[src/rtl/gpc231_4_reg.sv]
// Registered (2,3,1;4) generalized parallel counter.
// Compresses 1x w1, 3x w2 and 2x w4 bits into a 4-bit sum with one cycle of latency.
module gpc231_4_reg (
  input  logic       clk,
  input  logic       rst_n,
  input  logic       in_valid,
  input  logic       src0,
  input  logic [2:0] src1,
  input  logic [1:0] src2,
  output logic       out_valid,
  output logic [3:0] dst
);

  localparam int unsigned DST_W = 4;

  logic             col1_sum;
  logic             col1_carry;
  logic             col2_sum;
  logic             col2_carry;
  logic [DST_W-1:0] sum;

  logic [DST_W-1:0] dst_d, dst_q;
  logic             out_valid_d, out_valid_q;

  // Column 1 full adder; its carry has weight 4 and joins column 2.
  always_comb begin
    col1_sum   = src1[0] ^ src1[1] ^ src1[2];
    col1_carry = (src1[0] & src1[1]) | (src1[0] & src1[2]) | (src1[1] & src1[2]);
  end

  // Column 2 full adder over src2 and the column-1 carry; its carry ripples into dst[3].
  always_comb begin
    col2_sum   = src2[0] ^ src2[1] ^ col1_carry;
    col2_carry = (src2[0] & src2[1]) | (src2[0] & col1_carry) | (src2[1] & col1_carry);
    sum        = {col2_carry, col2_sum, col1_sum, src0};
  end

  always_comb begin
    dst_d       = dst_q;
    out_valid_d = in_valid;
    if (in_valid) begin
      dst_d = sum;
    end
  end

  always_ff @(posedge clk or negedge rst_n) begin
    if (!rst_n) begin
      dst_q       <= DST_W'(0);
      out_valid_q <= 1'b0;
    end else begin
      dst_q       <= dst_d;
      out_valid_q <= out_valid_d;
    end
  end

  assign dst       = dst_q;
  assign out_valid = out_valid_q;

endmodule

[config.mk]
export PLATFORM = sky130hd
export DESIGN_NAME = gpc231_4_reg
export DESIGN_NICKNAME = d
export VERILOG_FILES = /design/src/rtl/gpc231_4_reg.sv
export SDC_FILE = /design/constraint.sdc
export NUM_CORES = 1
export LEC_CHECK = 0
export ABC_AREA = 1
export CAP_MARGIN = 0
export CORE_AREA = 2 2 39 41
export CTS_CLUSTER_DIAMETER = 80
export DETAILED_ROUTE_END_ITERATION = 7
export DIE_AREA = 0 0 41 43
export SYNTH_ARGS = -nofsm -noshare
export SYNTH_HDL_FRONTEND = slang
export SYNTH_SLANG_ARGS = --single-unit
[constraint.sdc]
create_clock -name clk -period 2 [get_ports clk]
set_clock_uncertainty 0.2 [all_clocks]
set_input_delay 0.4 -clock clk [delete_from_list [all_inputs] [get_ports clk]]
set_output_delay 0.4 -clock clk [all_outputs]
set_load 0.01 [all_outputs]
==> results by stage <==
Outcome:
- The run finished with clean final reports.

Global route:
- The global-route wire length before repair is approximately 750 um.
- The total routing usage reported by global routing is 0.0687.
- Entering global routing, the biggest net connects 7 pins.
- The sum of overflow across all layers after global routing is 0.
- The initial antenna violation count is 0.
- The number of global-route vias before repair was 202.

Finish:
- The number of filler cells placed in the layout is 159.
- The repair_antennas step left the layout with diodes totalling 0.
- The post-layout instance area is 430 um2.
- The number of nets in the finished design is 57.
- The final core utilization is 0.311.
- From synthesis to final layout, the design area changed by 76.4%.
- The fraction of final layout cells sized beyond drive strength 1 is 0.156.

Critical path:
- The most critical setup path has its startpoint at dst[2].
- The data arrival time at the worst-slack endpoint is 1.13 ns.
- Along the worst path, the maximum fanout reaches 2.
- In this run the number of cells on the critical path is 1.
- On the critical path, the stage with the largest delay is an instance of sky130_fd_sc_hd__clkdlybuf4s50_1.
- The launching point of the worst reg2reg path is dst[2].
- The internal reg-to-reg setup slack is approximately 1.2 ns.
- In this run the critical register-to-register path is captured at dst[2].
- The critical setup path kind is reg2out.
- For the worst setup path, the data required time is 1.40 ns.
- Walking the worst path, the cells encountered are clkdlybuf4s50_1.
- Counting both buffers and inverters, the worst setup path holds a total of 1.
- The capture point of the worst path is dst[2].
- On the critical path the largest part of the delay comes from buffers and inverters.
- The number of cells on the worst reg-to-reg path is 2.
- STA classifies the critical path endpoint as a primary output.
- The worst stage delay on the critical path is 0.54 ns.
- The worst setup path is launched from a flop.

Power:
- IR analysis of the VDD net gives a maximum drop of around 0.00022 V.
- The share of total power dissipated in sequential elements is 0.393.
- The overall power after layout is 0.000305 W.
- The net switching power is around 0.000074 W.
- The share of total power dissipated in combinational logic is 0.235.
- Dividing total power by cell area gives a power density of 709 mW/mm2.
- For this design the static power due to leakage is 0.246 nW.
- The proportion of total power due to net switching is 0.243.
- Internal power comes to 0.000231 W.
- The relative contribution of the clock network to total power is 0.372.

Clock network:
- Buffers inserted to repair hold after CTS numbered 0.
- The buffer type at the clock tree root is sky130_fd_sc_hd__clkbuf_4.
- In this run, CTS created clock tree buffers numbering 3.
- The clock latency on the worst-skew pair is between 0.2 and 0.25 ns.
- Clock-pin slew was measured on the worst setup and hold paths at 0.05 ns.
- The sink count of the clock tree is 5.
- TritonCTS built the clock tree.
- The maximum buffer depth of the clock tree is 2.
- The H-tree depth reported by CTS is 1.

Drt:
- The number of optimization iterations in the first detailed-route pass is 3.
- In the routed design, unresolved DRC markers number 0.
- The violation count after the first detailed-routing iteration is 4.
- The final route contains 218 vias.
- In the final routed layout, each cell accounts on average for 7.72 um.
- The detail route stage leaves a number of antenna-violating nets equal to 0.
- Dividing the detail-routed via count by the number of cells gives around 3.6.
- The final layout contains routed wiring with a total length of 471 um.

Floorplan:
- The initial core utilization is 0.176.
- The die width is 41 um.
- The number of placed I/O pins is 14.
- The row count is 14.
- The total die area is 0.00176 mm2.
- The core region is 0.00138 mm2.
- The vertical die dimension is 43 um.

STA:
- The number of hold violations in the final report was 0.
- The peak clock frequency supported by timing is 579 MHz.
- The worst-case headroom to the max-slew limit is 0.842.
- Setup repair after global routing left no endpoint under its margin.
- At the pin with the least slew margin, the transition time is about 0.24 ns.
- The share of the clock period used by the worst path after layout is 0.864.
- On the final layout, the worst hold slack is approximately 0.19 ns.
- The final-layout setup total negative slack is 0 ns.
- The number of max-slew violations in the final report came to 0.
- The final-report setup violation count is 0.
- Subtracting the final worst setup slack from the clock period gives 1.73 ns.

Logic synthesis:
- The post-synthesis average cell area is a little under 9 um2.
- After technology mapping, the gate count stands at 28.
- The most used flip-flop cell after synthesis is sky130_fd_sc_hd__dfrtp_1.
- Counting flops with a built-in enable in the synthesized netlist gives 0.
- The commonest cells after synthesis are sky130_fd_sc_hd__nand2_1 (12), sky130_fd_sc_hd__inv_1 (8), sky130_fd_sc_hd__dfrtp_1 (5), sky130_fd_sc_hd__fa_1 (2), sky130_fd_sc_hd__inv_2 (1).
- The sequential fraction of the synthesis area is 0.513.
- The number of distinct library cells after synthesis is 5.
- Sorting the synthesized cells by area gives the leading types as sky130_fd_sc_hd__dfrtp_1 (51%), sky130_fd_sc_hd__nand2_1 (18%), sky130_fd_sc_hd__fa_1 (16%).
- The net count after synthesis is 39.
- For this run, the number of Yosys warnings is 0.
- The async set-reset flop share out of synthesis is 1.00.
- The most common cell in the synthesized netlist is sky130_fd_sc_hd__nand2_1.
- Counting flops and latches in the post-synthesis netlist gives 5.
- Summed over all instances, the cell type with the most area after synthesis is sky130_fd_sc_hd__dfrtp_1.
- Of the post-synthesis cell area, the dominant cell type holds 0.513.
- The mapped netlist covers 244 um2.

Placement:
- In this run the tool buffered the top-level ports with 13 buffer cells.
- The placed standard-cell area is 394 um2.
- The placer's final routability congestion estimate is just over 0.6.

Min path:
- The type of the most critical hold path is in2async.

Job:
- The max-capacitance violation count is 0.
-- worst min path at each step --
| stage | start | endpoint | slack [ns] | cells past startpoint |
|---|---|---|---|---|
| 3_3_place_gp | dst[0] | dst[0] | 0.26 | 2 |
| 6_report | rst_n | dst[0] | 0.19 | 1 |
| 3_5_place_dp | dst[1] | dst[1] | 0.27 | 2 |
| 4_1_cts | rst_n | dst[0] | 0.19 | 1 |
| 5_1_grt | rst_n | dst[0] | 0.20 | 1 |
| 2_1_floorplan | rst_n | dst[0] | -0.1 | 0 |
-- power by group through the flow --
stage                     Combinational, W  Sequential, W  Clock (W)
final                            0.0000717       0.000120   0.000114
after global routing             0.0000813       0.000121   0.000121
after detailed placement         0.0000725       0.000121          0
after floorplan                  0.0000211       0.000126          0
after CTS                        0.0000732       0.000120   0.000118
after global placement           0.0000713       0.000121          0
-- flip-flops by register name (all words and copies together), names as in the netlist --
register	count
dst	4
out_valid	1
-- layer usage --
layer  routed length (um)  up-vias  GRT usage
li1                     -      108          -
met1                  198      101     0.0754
met2                  230        9     0.0938
met3                   42        0     0.0471
met4                    0        0     0.0400
met5                    0        -          0
-- metrics by stage --
stage | setup WS, ns | cells
floorplan | 0.232 | 28
global placement | -0.271 | 57
detailed placement | -0.277 | 57
CTS | 0.0255 | 61
global route | 0.231 | 61
finish | 0.271 | 61
-- placed cells by master (no fill, tap or decap), drive strengths merged --
cell type / instances
fa: 2
dfrtp: 5
inv: 9
dlymetal6s2s: 3
clkdlybuf4s50: 10
nand2: 12
clkbuf: 4
-- timing repair --
action                     CTS  global route
setup endpoints to repair    1             1
resized for setup            1             5
setup buffers                0             0
hold endpoints to repair     0             0
pin swaps                    0             3
-- layout make-up --
type                            instances  area, um2  area share
Tap cell                               16       20.0      0.0465
Timing Repair Buffer                   13        138       0.320
Inverter                                9       33.8      0.0785
Sequential cell                         5        125       0.291
Clock buffer                            4       26.3      0.0610
Multi-Input combinational cell         14       87.6       0.203
-- cells by family (layout without fill, tap and decap cells) --
group         count (synthesis)  after routing  synth area share
buf+inv                       9             26             0.138
flops                         5              5             0.513
simple gates                 12             12             0.185
fa+ha+maj                     2              2             0.164
(Power assumes the default switching activity.)
